===== src/rtl/card_pkg.sv =====
// Shared card codes, dealer state encoding, slot indices and the baccarat
// card-value rule used by the card dealer and its hand scorers.
package card_pkg;

  localparam logic [3:0] CARD_EMPTY = 4'd0;
  localparam logic [3:0] ACE        = 4'd1;
  localparam logic [3:0] TEN        = 4'd10;
  localparam logic [3:0] JACK       = 4'd11;
  localparam logic [3:0] QUEEN      = 4'd12;
  localparam logic [3:0] KING       = 4'd13;

  typedef enum logic [1:0] {IDLE, CAPTURE, ACK} dealer_state_t;

  localparam logic [2:0] SLOT_P1 = 3'd0;
  localparam logic [2:0] SLOT_P2 = 3'd1;
  localparam logic [2:0] SLOT_P3 = 3'd2;
  localparam logic [2:0] SLOT_D1 = 3'd3;
  localparam logic [2:0] SLOT_D2 = 3'd4;
  localparam logic [2:0] SLOT_D3 = 3'd5;

  // Ace through nine count at face value; empty, ten and court cards count zero.
  function automatic logic [3:0] card_value(input logic [3:0] code);
    if (code >= ACE && code < TEN) return code;
    else return 4'd0;
  endfunction

endpackage


===== src/rtl/card_dealer_hand_score.sv =====
// Combinational baccarat hand score: three card codes in, mod-10 total out.
module hand_score
  import card_pkg::*;
(
  input  logic [3:0] card1,
  input  logic [3:0] card2,
  input  logic [3:0] card3,
  output logic [3:0] score
);

  logic [4:0] sum;
  logic [4:0] modsum;

  // NOTE: every always_comb output gets a value on every path, so no latch.
  always_comb begin
    sum = {1'b0, card_value(card1)} + {1'b0, card_value(card2)}
        + {1'b0, card_value(card3)};
    if (sum >= 5'd20)      modsum = sum - 5'd20;
    else if (sum >= 5'd10) modsum = sum - 5'd10;
    else                   modsum = sum;
    score = modsum[3:0];
  end

endmodule


===== src/rtl/card_dealer.sv =====
// Card dealer: free-running MIN..MAX card counter captured into six hand slots,
// with registered player/banker scores. Define CARD_FORCE_EN to add force_en/force_card.
module card_dealer
  import card_pkg::*;
#(
  parameter logic [3:0] MIN_CARD = 4'd1,
  parameter logic [3:0] MAX_CARD = 4'd13
) (
  input  logic       clk,
  input  logic       resetb,
  input  logic       deal_req,
  input  logic [2:0] slot_sel,
  input  logic       clear,
`ifdef CARD_FORCE_EN
  input  logic       force_en,
  input  logic [3:0] force_card,
`endif
  output logic       busy,
  output logic       deal_ack,
  output logic       deal_err,
  output logic [3:0] deal_card,
  output logic [3:0] pcard1,
  output logic [3:0] pcard2,
  output logic [3:0] pcard3,
  output logic [3:0] dcard1,
  output logic [3:0] dcard2,
  output logic [3:0] dcard3,
  output logic [3:0] pscore,
  output logic [3:0] dscore
);

  dealer_state_t state;
  logic [3:0]    count;
  logic [2:0]    sel_q;
  logic [3:0]    slot [6];
  logic [3:0]    next_card;
  logic [3:0]    pscore_c;
  logic [3:0]    dscore_c;

  assign pcard1 = slot[SLOT_P1];
  assign pcard2 = slot[SLOT_P2];
  assign pcard3 = slot[SLOT_P3];
  assign dcard1 = slot[SLOT_D1];
  assign dcard2 = slot[SLOT_D2];
  assign dcard3 = slot[SLOT_D3];

`ifdef CARD_FORCE_EN
  always_comb begin
    if (force_en && force_card >= MIN_CARD && force_card <= MAX_CARD) next_card = force_card;
    else next_card = count;
  end
`else
  assign next_card = count;
`endif

  // NOTE: sequential state uses non-blocking assignments only.
  always_ff @(posedge clk) begin
    if (!resetb)               count <= MIN_CARD;
    else if (count >= MAX_CARD) count <= MIN_CARD;
    else                        count <= count + 4'd1;
  end

  hand_score u_pscore (.card1(slot[SLOT_P1]), .card2(slot[SLOT_P2]), .card3(slot[SLOT_P3]), .score(pscore_c));
  hand_score u_dscore (.card1(slot[SLOT_D1]), .card2(slot[SLOT_D2]), .card3(slot[SLOT_D3]), .score(dscore_c));

  always_ff @(posedge clk) begin
    if (!resetb) begin
      state     <= IDLE;
      busy      <= 1'b0;
      deal_ack  <= 1'b0;
      deal_err  <= 1'b0;
      deal_card <= CARD_EMPTY;
      sel_q     <= SLOT_P1;
      pscore    <= 4'd0;
      dscore    <= 4'd0;
      // NOTE: the slot array is only six registers and 0 means "empty",
      // so it is reset explicitly rather than left to a memory init.
      for (int i = 0; i < 6; i++) slot[i] <= CARD_EMPTY;
    end else begin
      deal_ack <= 1'b0;
      deal_err <= 1'b0;
      pscore   <= pscore_c;
      dscore   <= dscore_c;
      if (clear) begin
        // Abort: no ack, no pending write; deal_card and the counter survive.
        for (int i = 0; i < 6; i++) slot[i] <= CARD_EMPTY;
        pscore <= 4'd0;
        dscore <= 4'd0;
        state  <= IDLE;
        busy   <= 1'b0;
      end else begin
        case (state)
          IDLE: begin
            if (deal_req) begin
              deal_card <= next_card;
              sel_q     <= slot_sel;
              state     <= CAPTURE;
              busy      <= 1'b1;
            end
          end
          CAPTURE: begin
            if (sel_q <= SLOT_D3) slot[sel_q] <= deal_card;
            deal_ack <= 1'b1;
            deal_err <= (sel_q > SLOT_D3);
            state    <= ACK;
          end
          ACK: begin
            state <= IDLE;
            busy  <= 1'b0;
          end
          default: begin
            state <= IDLE;
            busy  <= 1'b0;
          end
        endcase
      end
    end
  end

endmodule

===== config.mk =====
export PLATFORM = sky130hd
export DESIGN_NAME = card_dealer
export DESIGN_NICKNAME = d
export VERILOG_FILES = /design/src/rtl/card_pkg.sv /design/src/rtl/card_dealer_hand_score.sv /design/src/rtl/card_dealer.sv
export SDC_FILE = /design/constraint.sdc
export NUM_CORES = 1
export LEC_CHECK = 0
export CELL_PAD_IN_SITES_DETAIL_PLACEMENT = 1
export CELL_PAD_IN_SITES_GLOBAL_PLACEMENT = 2
export CORE_AREA = 4 4 112 82
export CTS_CLUSTER_SIZE = 8
export DETAILED_ROUTE_END_ITERATION = 10
export DIE_AREA = 0 0 116 86
export HOLD_SLACK_MARGIN = 0.08
export PLACE_DENSITY_LB_ADDON = 0.1
export RECOVER_POWER = 25
export SYNTH_ARGS = -nofsm -noshare
export SYNTH_HDL_FRONTEND = slang
export SYNTH_SLANG_ARGS = --single-unit

===== constraint.sdc =====
create_clock -name clk -period 3.9 [get_ports clk]
set_input_delay 0.39 -clock clk [delete_from_list [all_inputs] [get_ports clk]]
set_output_delay 0.39 -clock clk [all_outputs]
set_load 0.01 [all_outputs]

==> summary.md <==
| Metric | Value |
|---|---|
| Area growth, synth to finish | `26.35%` |
| TNS Setup | `0 ns` |
| Final setup vio count | `0` |
| Period utilization | `0.8895` |
| # IOs | `46` |
| Tightest Pin Transition | `1.279 ns` |
| HPWL Detailed | `5250 µm` |
| Die area | `0.009976 mm²` |
| CP max FO | `7` |
| Longest Clk Path Bufs | `2` |
| Routability cong. | `0.7468` |
| Antenna cell count | `0` |
| Worst skew pair latency | `0.29 ns` |
| Antenna violations before repair | `0` |
| First drt pass iteration count | `4` |
| Critical Path RT | `4.12 ns` |
| Synth Warn # | `0` |
| GR Overflow Total | `0` |
| WL/cell | `16.04 µm` |
| Post-layout minimum cycle time | `3.469 ns` |
| Post-CTS setup buffer count | `0` |
| Syn_nets | `286` |
| Met1 Use GR | `0.2248` |
| Post_cts resized | `0` |
| GRT Util Overall | `0.1442` |
| Post-Route WL | `6609 µm` |
| Slew margin rel. | `0.1408` |
| Power Density | `369.2 mW/mm²` |
| Die width | `116 µm` |
| Peak Freq | `288.2 MHz` |
| Worst-path clk slew | `0.06 ns` |
| Starting DRT DRC Count | `66` |
| Clk_skew | `0.003857 ns` |
| CTS tree | `built` |
| Max IR drop VDD | `0.1892 mV` |
| Max_cap viols | `0` |
| DRC viols | `0` |
| Hold_buf cts | `0` |
| Clock Sinks | `48` |
| Critical Path Source Type | `register` |
| Min Hold Slack | `0.4751 ns` |
| Core ar. | `0.008198 mm²` |
| PortBufs | `45` |
| Crit path max-delay cell type | `fa_1` |
| Share of layout cells above drive strength 1 | `0.05212` |
| Die height | `86 µm` |
| Worst EP arrival | `3.69 ns` |
| Routed Antenna Nets | `0` |
| Pwr Total | `1.254 mW` |
| Crit path kind | `reg -> reg` |
| Critical-path cell list | `nand2b_1 > fa_1 > inv_1 > ha_1 > fa_1 > inv_1 > ha_1 > o21ai_0 > o21ba_2 > or3_1 > a21oi_1` |
| Vias | `1953` |
| Rows | `28` |
| Initial core utilization | `0.3278` |
| RSZ-0062 raised after global routing | `false` |
| CP max stage delay | `0.67 ns` |
| Vias/cell | `4.740` |
| Syn Area/Cell | `10.58 µm²` |
| Layout net count | `338` |
| Post-synth top area share | `0.2682` |
| Filler cells | `935` |
| First-pass GRT wire length | `11040 µm` |
| Status | `finished, final reports clean` |
| Root Buffer | `clkbuf_16` |
| Grt met2 use | `0.2005` |
| Largest net degree at the start of global routing | `15` |
| Reg2reg path depth | `11` |
| Htree depth | `2` |
| Layout Cells excl Fill | `412` |
| CP Capture Type | `register` |
| Met3 usage | `0.03526` |
| Synth unique cells | `42` |
| Lkg Pwr | `1.383 nW` |
| Worst min-delay path class | `reg -> reg` |
| Main area contributors after synthesis | `edfxtp_1 (27%), dfxtp_1 (18%), and2_1 (7.4%), fa_1 (7.4%), ha_1 (7.0%)` |
| Fin. max-slew vios | `0` |
| Vias in the first global route | `2107` |
| Synth area leader | `edfxtp_1` |
| Seq cells post-synth | `48` |
| Global routing's busiest layer | `met1` |
| Placed Cells incl. Taps | `404` |
| Most frequent cells in the layout | `and2_1 (32), clkdlybuf4s50_1 (32), dfxtp_1 (24), edfxtp_1 (24), nand2b_1 (20)` |
| Cell Area, Synth | `0.002688 mm²` |
| Final hold viol count | `0` |
| Synth Instances | `254` |
| Sequential element share of the synthesized area | `0.4469` |
| Hold path depth | `2` |
| Num CTS Buffers | `5` |
## cells by family after synthesis
kind of cell	count (synthesis)	share of synthesized area
adder cells (fa/ha/maj)	25	0.1443
flip-flops	48	0.4469
AND/OR/NAND/NOR	113	0.2430
buffers and inverters	22	0.03073
multiplexers	7	0.02607
XOR/XNOR	6	0.02235
AO/OA/AOI/OAI	33	0.08660
## path summary, 6_finish.rpt
kind                            startpoint         to  slack [ns]
worst max-delay path            slot[5][3]  dscore[1]        0.43
worst min-delay path                  busy       busy        0.48
worst max register to register  slot[5][3]  dscore[1]        0.43
worst min register to register        busy       busy        0.48
## routing by layer
layer	wire, µm	vias to the layer above
li1	-	974
met1	3689	935
met2	2570	39
met3	312	5
met4	36	0
met5	0	-
## metrics by stage
step,instance area [µm²],util,worst slack (ns)
after floorplan,2688,-,0.6732
after global placement,3277,0.3997,0.5245
after detailed placement,3277,0.3997,0.4702
after CTS,3416,0.4167,0.4309
after global routing,3396,0.4142,0.1807
final,3396,0.4142,0.4308
## flip-flops by register name (all words and copies together), names as in the netlist
name	flops
busy	1
count	4
deal_ack	1
deal_card	4
deal_err	1
dscore	4
pscore	4
sel_q	3
slot	24
state	2
## critical path: cells and delay by family, from the launching register on
kind | cells | cell delay, ns
buffers and inverters | 2 | 0.17
AND/OR/NAND/NOR | 2 | 0.49
AO/OA/AOI/OAI | 3 | 0.61
flip-flops | 1 | 0.43
adder cells (fa/ha/maj) | 4 | 1.70
## power by group
group	switching, mW	internal, mW
Clock	0.183	0.233
Combinational	0.139	0.118
Sequential	0.0241	0.556
## cells in the mapped netlist, drive strengths merged
library cell and number:
and2 32, dfxtp 24, edfxtp 24, inv 20
nand2b 20, ha 15, nor2 15, o21ai 15
nor3 11, fa 10, nand2 9, nor2b 9
mux2i 7, nor3b 5, nand3 4, xnor2 4
a21oi 3, a211oi 2, a21o 2, a221oi 2
and3 2, clkbuf 2, o21ba 2, or3 2
xor2 2, a311oi 1, a31oi 1, nand3b 1
nand4 1, nor4 1, o211a 1, o211ai 1
o22ai 1, o311a 1, o32ai 1, or4 1
## final cells by class
cell class	count	area [µm²]	share of cell area
multi-input combinational	184	1388	0.4086
sequential	48	1201	0.3537
timing repair buffer	47	461.7	0.1360
tap	105	131.4	0.03869
clock buffer	5	125.1	0.03685
inverter	20	75.07	0.02211
clock inverter	3	13.76	0.004053
(Power assumes the default switching activity.)
